<file path="config.mk">
export PLATFORM = sky130hd
export DESIGN_NAME = sha256_sigma_unit
export DESIGN_NICKNAME = d
export VERILOG_FILES = /design/src/rtl/sha256_sigma_unit.sv
export SDC_FILE = /design/constraint.sdc
export NUM_CORES = 1
export LEC_CHECK = 0
export ABC_AREA = 0
export CORE_MARGIN = 2
export CORE_UTILIZATION = 47
export CTS_CLUSTER_DIAMETER = 50
export DETAILED_ROUTE_END_ITERATION = 16
export PLACE_DENSITY = 0.78
export SLEW_MARGIN = 20
export SYNTH_ARGS = -nofsm -noshare
export SYNTH_HDL_FRONTEND = slang
export SYNTH_SLANG_ARGS = --single-unit
</file>
<file path="constraint.sdc">
create_clock -name clk -period 3.4 [get_ports clk]
set_input_delay 0.85 -clock clk [delete_from_list [all_inputs] [get_ports clk]]
set_output_delay 0.85 -clock clk [all_outputs]
set_load 0.03 [all_outputs]
</file>
<file path="src/rtl/sha256_sigma_unit.sv">
// sha256_sigma_unit: SHA-256 Σ0, Σ1 and σ0 of one word in parallel, optionally registered.
module sha256_sigma_unit #(
  parameter bit OUT_REG = 1'b1
) (
  input  logic        clk,
  input  logic        rst,
  input  logic        in_valid,
  input  logic [31:0] x,
  output logic        out_valid,
  output logic [31:0] big_sigma0,
  output logic [31:0] big_sigma1,
  output logic [31:0] small_sigma0
);
  function automatic logic [31:0] rotr(input logic [31:0] v, input int n);
    return (v >> n) | (v << (32 - n));
  endfunction
  logic [31:0] bs0_d, bs1_d, ss0_d;
  assign bs0_d = rotr(x, 2) ^ rotr(x, 13) ^ rotr(x, 22);
  assign bs1_d = rotr(x, 6) ^ rotr(x, 11) ^ rotr(x, 25);
  assign ss0_d = rotr(x, 7) ^ rotr(x, 18) ^ (x >> 3);
  generate
    if (OUT_REG) begin : g_reg
      logic [31:0] bs0_q, bs1_q, ss0_q;
      logic        vld_q;
      // Data only loads on valid words so it holds across idle cycles.
      always_ff @(posedge clk or posedge rst) begin
        if (rst) begin
          vld_q <= 1'b0;
          bs0_q <= '0;
          bs1_q <= '0;
          ss0_q <= '0;
        end else begin
          vld_q <= in_valid;
          if (in_valid) begin
            bs0_q <= bs0_d;
            bs1_q <= bs1_d;
            ss0_q <= ss0_d;
          end
        end
      end
      assign out_valid    = vld_q;
      assign big_sigma0   = bs0_q;
      assign big_sigma1   = bs1_q;
      assign small_sigma0 = ss0_q;
    end else begin : g_comb
      assign out_valid    = in_valid;
      assign big_sigma0   = bs0_d;
      assign big_sigma1   = bs1_d;
      assign small_sigma0 = ss0_d;
    end
  endgenerate
endmodule

</file>
==> impl_metrics.py, run 1 <==
metrics = {
    "run_status": {
        "outcome": "complete, no violations",
    },
    "critical_path": {
        "crit_path_top_delay_cell": "clkdlybuf4s50_1",
        "cp-start-kind": "input pin",
        "path_depth": 3,
        "critPathRequiredTime_ns": 3.63,
        "crit_path_max_fanout": 9,
        "max_stage_delay_ns": 1.00,
        "worst_ep_arrival_time_ns": 2.67,
        "path_cells": "clkdlybuf4s50_1, xor3_1, mux2_2",
        "crit_buf_inv": 1,
        "critPathTopFamily": "buffers and inverters",
        "crit_type": "input pin to register",
        "r2r_cells": 1,
        "end_kind": "register",
    },
    "job": {
        "drv_cap": 0,
    },
    "floorplanning": {
        "row_count": 41,
        "dieArea_sq_um": 13900,
        "dieWidth_microns": 118,
        "dieHeight_microns": 118,
        "start_util_pct": 48.3,
        "core_region_area_sq_um": 12700,
        "ios": 132,
    },
    "grt": {
        "grt_start_max_net_pins": 54,
        "grt.total_usage_pct": 21.9,
        "first_global_vias": 3488,
        "overflow": 0,
        "grt_pass1_wl_microns": 22400,
        "antenna_found_initial": 0,
    },
    "clock_tree": {
        "numCtsBuffers": 9,
        "clk_latency_ns": 0.34,
        "cts_root_buf": "clkbuf_16",
        "clockBufferDepth": 2,
        "path_clk_slew_ns": 0.06,
        "cts_setup_buffers": 0,
        "cts_max_level": 3,
        "cts_resized": 0,
        "ctsHoldBuffers": 0,
        "cts_tree": "done",
        "cts_sinks": 97,
    },
    "detailed_routing": {
        "postRouteAntennaNets": 0,
        "viasPerCell": 5.15,
        "wl_per_cell_microns": 23.7,
        "dr.pass1.iters": 4,
        "drt_iter0_drc": 163,
        "drc": 0,
        "vias": 3165,
        "wl_microns": 14600,
    },
    "synthesis": {
        "syn-mean-instance-area_sq_um": 18.2,
        "synth-seq-cells": 97,
        "yosysUniqueCellTypes": 12,
        "synth_area_sq_um": 6120,
        "syn-num-nets": 371,
        "syn_inst": 336,
        "ys_warn_count": 0,
        "ys_seq_area_share_pct": 39.7,
    },
    "timing": {
        "rsz0062_at_grt": "no",
        "hold_viol": 0,
        "setup_tns_ns": 0,
        "slew_headroom_pct": 45.0,
        "post-route-period-util_pct": 71.8,
        "slew_violations": 0,
        "fmax_ghz": 0.410,
        "tightest_slew_ns": 0.822,
        "min_period_ns": 2.44,
        "finalSetupViolations": 0,
        "hold_slack_ns": 0.506,
        "skew_ns": 0,
    },
    "place": {
        "dp_hpwl_microns": 9880,
        "gp_congestion": 0.796,
        "portBuffers": 131,
    },
    "power_and_ir_drop": {
        "p_per_area_nw_per_um2": 544,
        "leakage_nw": 3.61,
        "irDropWorstVdd_uv": 277,
    },
    "final_layout": {
        "multi_input_area_sq_um": 3310,
        "syn2layout_area_growth_pct": 24.0,
        "n_antenna_cell": 0,
        "utilization_pct": 59.9,
        "layout-drive-gt1-share_pct": 25.5,
        "seq_area_sq_um": 2430,
        "fillers": 948,
        "num-nets-final": 475,
    },
    "min_path": {
        "hold_path_depth": 1,
        "hold_class": "register to register",
    },
}
[area by class of cell]
type                       instances  area share, %
clock buffer                      10           3.02
clock inverter                     4          0.297
inverter                           1         0.0825
multi-input combinational        195           43.7
sequential                        97           32.0
tap                              172           2.84
timing repair buffer             136           18.1
[synthesized netlist by cell type]
master | number | area [sq um]
mux2_4 | 1 | 15.0
mux2_2 | 92 | 1040
inv_1 | 1 | 3.75
buf_6 | 23 | 259
clkbuf_2 | 1 | 5.00
a21oi_1 | 3 | 15.0
buf_4 | 5 | 37.5
xnor2_1 | 3 | 26.3
dfrtp_1 | 97 | 2430
xor3_1 | 93 | 2210
nor2_1 | 3 | 11.3
buf_2 | 14 | 70.1
[cell families (layout without fill, tap and decap cells)]
| group | after synthesis | after routing | share of synthesized area [%] |
|---|---|---|---|
| AOI/OAI and AO/OA | 3 | 3 | 0.245 |
| xor gates and xnor gates | 96 | 96 | 36.6 |
| buffers and inverters | 44 | 151 | 6.14 |
| DFF | 97 | 97 | 39.7 |
| muxes | 93 | 93 | 17.2 |
| and+or+nand+nor | 3 | 3 | 0.184 |
[path summary, 6_finish.rpt]
| check | startpoint | endpoint | slack [ns] |
|---|---|---|---|
| max in group asynchronous | rst | big_sigma1[31] | 1.78 |
| max reg2reg | big_sigma0[18] | big_sigma0[18] | 2.59 |
| min in group asynchronous | rst | big_sigma1[7] | 0.92 |
| min reg2reg | big_sigma1[10] | big_sigma1[10] | 0.51 |
| max | x[18] | big_sigma1[25] | 0.96 |
| min | big_sigma1[10] | big_sigma1[10] | 0.51 |
[cell usage in the layout (no fill, tap or decap), types with 2 or more instances in the layout]
master and instances:
clkdlybuf4s50_1 130, dfrtp_1 97, xor3_1 93, mux2_2 92, clkbuf_16 9, buf_4 4
xnor2_1 3, nor2_1 3, a21oi_1 3, clkinv_2 3, buf_12 2
[registers in the layout (all words and copies together), names as in the netlist]
| name | count |
|---|---|
| big_sigma1 | 32 |
| small_sigma0 | 32 |
| big_sigma0 | 32 |
| out_valid | 1 |
[power breakdown]
group | leakage, nW | internal, W | switching, W
Sequential | 1.13 | 0.00138 | 0.000139
Combinational | 2.35 | 0.000872 | 0.000826
Clock | 0.124 | 0.000484 | 0.000424
[through the flow]
stage               setup slack (ns)  power [W]  std cells  area, sq um
global route                   0.948    0.00430        615         7590
global placement               0.655    0.00322        601         7330
CTS                            0.993    0.00417        615         7590
detailed placement             0.625    0.00325        601         7330
floorplan                     0.0163    0.00260        336         6120
finish                         0.960    0.00413        615         7590
[routing by layer]
layer | track usage, % | vias to the layer above | wire, microns
met4 | 7.76 | 0 | 312
met2 | 33.7 | 113 | 6980
met3 | 5.28 | 20 | 955
met5 | 0 | - | 0
met1 | 30.5 | 1653 | 6330
li1 | - | 1379 | -
Power figures use the tool's default switching activity.
==> inputs of run 2 (changes only) <==
==> constraint.sdc (replaced) <==
create_clock -name clk -period 2.22 [get_ports clk]
set_input_delay 0.555 -clock clk [delete_from_list [all_inputs] [get_ports clk]]
set_output_delay 0.555 -clock clk [all_outputs]
set_load 0.03 [all_outputs]
==> run 2 against run 1 <==
  * Global-route usage grew 0.079 points
  * Cell count grew 5.5%
  * Utilization grew 4.2 points
  * Critical path depth shrank 2
  * Worst setup slack lost 0.73 ns
  * Total power grew 59%
  * Clock skew is the same
  * Hold slack lost 0.15 ns
  * Critical path type is now register to output pin
  * Critical endpoint is now small_sigma0[21]
==> impl_metrics.py, run 2 (synthesized netlist as in run 1, its figures left out) <==
metrics = {
    "run_status": {
        "outcome": "complete, no violations",
    },
    "clock_tree": {
        "cts_max_level": 3,
        "cts_sinks": 97,
        "cts_setup_buffers": 0,
        "clockBufferDepth": 2,
        "numCtsBuffers": 9,
        "path_clk_slew_ns": 0.07,
        "cts_root_buf": "clkbuf_16",
        "clk_latency_ns": 0.34,
        "cts_tree": "done",
        "ctsHoldBuffers": 0,
        "cts_resized": 0,
    },
    "critical_path": {
        "worst_ep_arrival_time_ns": 1.43,
        "path_cells": "clkdlybuf4s50_1",
        "max_stage_delay_ns": 0.70,
        "critPathRequiredTime_ns": 1.66,
        "crit_path_max_fanout": 2,
        "r2r_cells": 1,
        "crit_path_top_delay_cell": "clkdlybuf4s50_1",
        "reg2reg_setup_slack_ns": 1.41,
        "r2r_end": "small_sigma0[21]",
        "cp-start-kind": "register",
        "end_kind": "output pin",
        "critPathTopFamily": "buffers and inverters",
        "crit_type": "register to output pin",
        "crit_buf_inv": 1,
        "r2r-start": "small_sigma0[21]",
    },
    "min_path": {
        "hp-start": "in_valid",
        "hold_class": "input pin to register",
        "hold_path_depth": 1,
        "min_to": "out_valid",
    },
    "final_layout": {
        "final-instance-count-excl-fill": 649,
        "num-nets-final": 507,
        "final_common_cell": "clkdlybuf4s50_1",
        "n_antenna_cell": 0,
        "stdcell_area_sq_um": 8120,
        "syn2layout_area_growth_pct": 32.7,
        "final_cell_mix": "clkdlybuf4s50_1 (130), dfrtp_1 (97), xor3_1 (93)",
        "layout-drive-gt1-share_pct": 30.4,
    },
    "timing": {
        "hold_viol": 0,
        "tightest_slew_ns": 0.569,
        "hold_slack_ns": 0.358,
        "slew_violations": 0,
        "slew_headroom_pct": 62.1,
        "min_period_ns": 1.99,
        "rsz0062_at_grt": "no",
        "finalSetupViolations": 0,
        "skew_ns": 0,
        "setup_tns_ns": 0,
        "post-route-period-util_pct": 89.5,
        "fmax_ghz": 0.504,
    },
    "floorplanning": {
        "ios": 132,
        "dieWidth_microns": 118,
        "start_util_pct": 48.3,
        "core_region_area_sq_um": 12700,
        "dieHeight_microns": 118,
        "dieArea_sq_um": 13900,
        "row_count": 41,
    },
    "place": {
        "place_inst": 633,
        "gp_congestion": 0.757,
        "portBuffers": 131,
        "dp_hpwl_microns": 10000,
        "dpl-instance-area_sq_um": 7830,
    },
    "grt": {
        "grt_pass1_wl_microns": 22500,
        "grt.total_usage_pct": 22.0,
        "grt_start_max_net_pins": 99,
        "first_global_vias": 3604,
        "antenna_found_initial": 0,
        "overflow": 0,
    },
    "power_and_ir_drop": {
        "leakage_nw": 3.87,
        "p_per_area_nw_per_um2": 810,
        "irDropWorstVdd_uv": 475,
        "total_power_w": 0.00658,
    },
    "detailed_routing": {
        "wl_microns": 14800,
        "dr.pass1.iters": 4,
        "wl_per_cell_microns": 22.7,
        "postRouteAntennaNets": 0,
        "drt_iter0_drc": 231,
        "viasPerCell": 5.02,
        "drc": 0,
        "vias": 3261,
    },
    "job": {
        "drv_cap": 0,
    },
}
-- run 2: where the power goes --
group / internal (W) / leakage, nW / switching (W)
clock network: 0.000903 / 0.144 / 0.000658
registers: 0.00212 / 1.13 / 0.000218
logic: 0.00141 / 2.59 / 0.00127
total: 0.00443 / 3.87 / 0.00215
-- run 2: how the worst max path moves through the flow --
stage | startpoint | end | depth (start not counted)
3_5_place_dp | x[20] | big_sigma0[30] | 3
2_1_floorplan | rst | big_sigma0[0] | 1
4_1_cts | big_sigma0[18] | big_sigma0[18] | 1
6_report | small_sigma0[21] | small_sigma0[21] | 1
5_1_grt | big_sigma0[12] | big_sigma0[12] | 1
3_3_place_gp | x[5] | big_sigma0[15] | 4
-- run 2: area by class of cell --
| cell class | instances | area, sq um |
|---|---|---|
| Clock buffer | 13 | 250 |
| Clock inverter | 3 | 40.0 |
| Fill cell | 914 | 4550 |
| Inverter | 1 | 7.51 |
| Multi-Input combinational cell | 195 | 3310 |
| Sequential cell | 97 | 2430 |
| Tap cell | 172 | 215 |
| Timing Repair Buffer | 168 | 1860 |
-- run 2: through the flow --
step | util [%] | worst slack (ns)
detailed placement | 61.8 | 0.0883
global route | 64.1 | 0.192
CTS | 64.1 | 0.221
finish | 64.1 | 0.234
floorplan | - | 0.517
global placement | 61.8 | 0.108
-- run 2: layer usage --
metal	wire length, microns	track usage [%]
met1	6460	29.6
met3	789	4.84
met5	0	0
met4	233	6.48
met2	7270	35.9
==> inputs of run 3 (changes only) <==
--- a/config.mk
+++ b/config.mk
@@ -5,13 +5,12 @@
 export SDC_FILE = /design/constraint.sdc
 export NUM_CORES = 1
 export LEC_CHECK = 0
-export ABC_AREA = 0
 export CORE_MARGIN = 2
 export CORE_UTILIZATION = 47
 export CTS_CLUSTER_DIAMETER = 50
 export DETAILED_ROUTE_END_ITERATION = 16
 export PLACE_DENSITY = 0.78
-export SLEW_MARGIN = 20
+export SLEW_MARGIN = 15
 export SYNTH_ARGS = -nofsm -noshare
 export SYNTH_HDL_FRONTEND = slang
 export SYNTH_SLANG_ARGS = --single-unit
==> results of run 3 <==
Same layout as run 2: the final DEF is identical, and so are final timing and power.
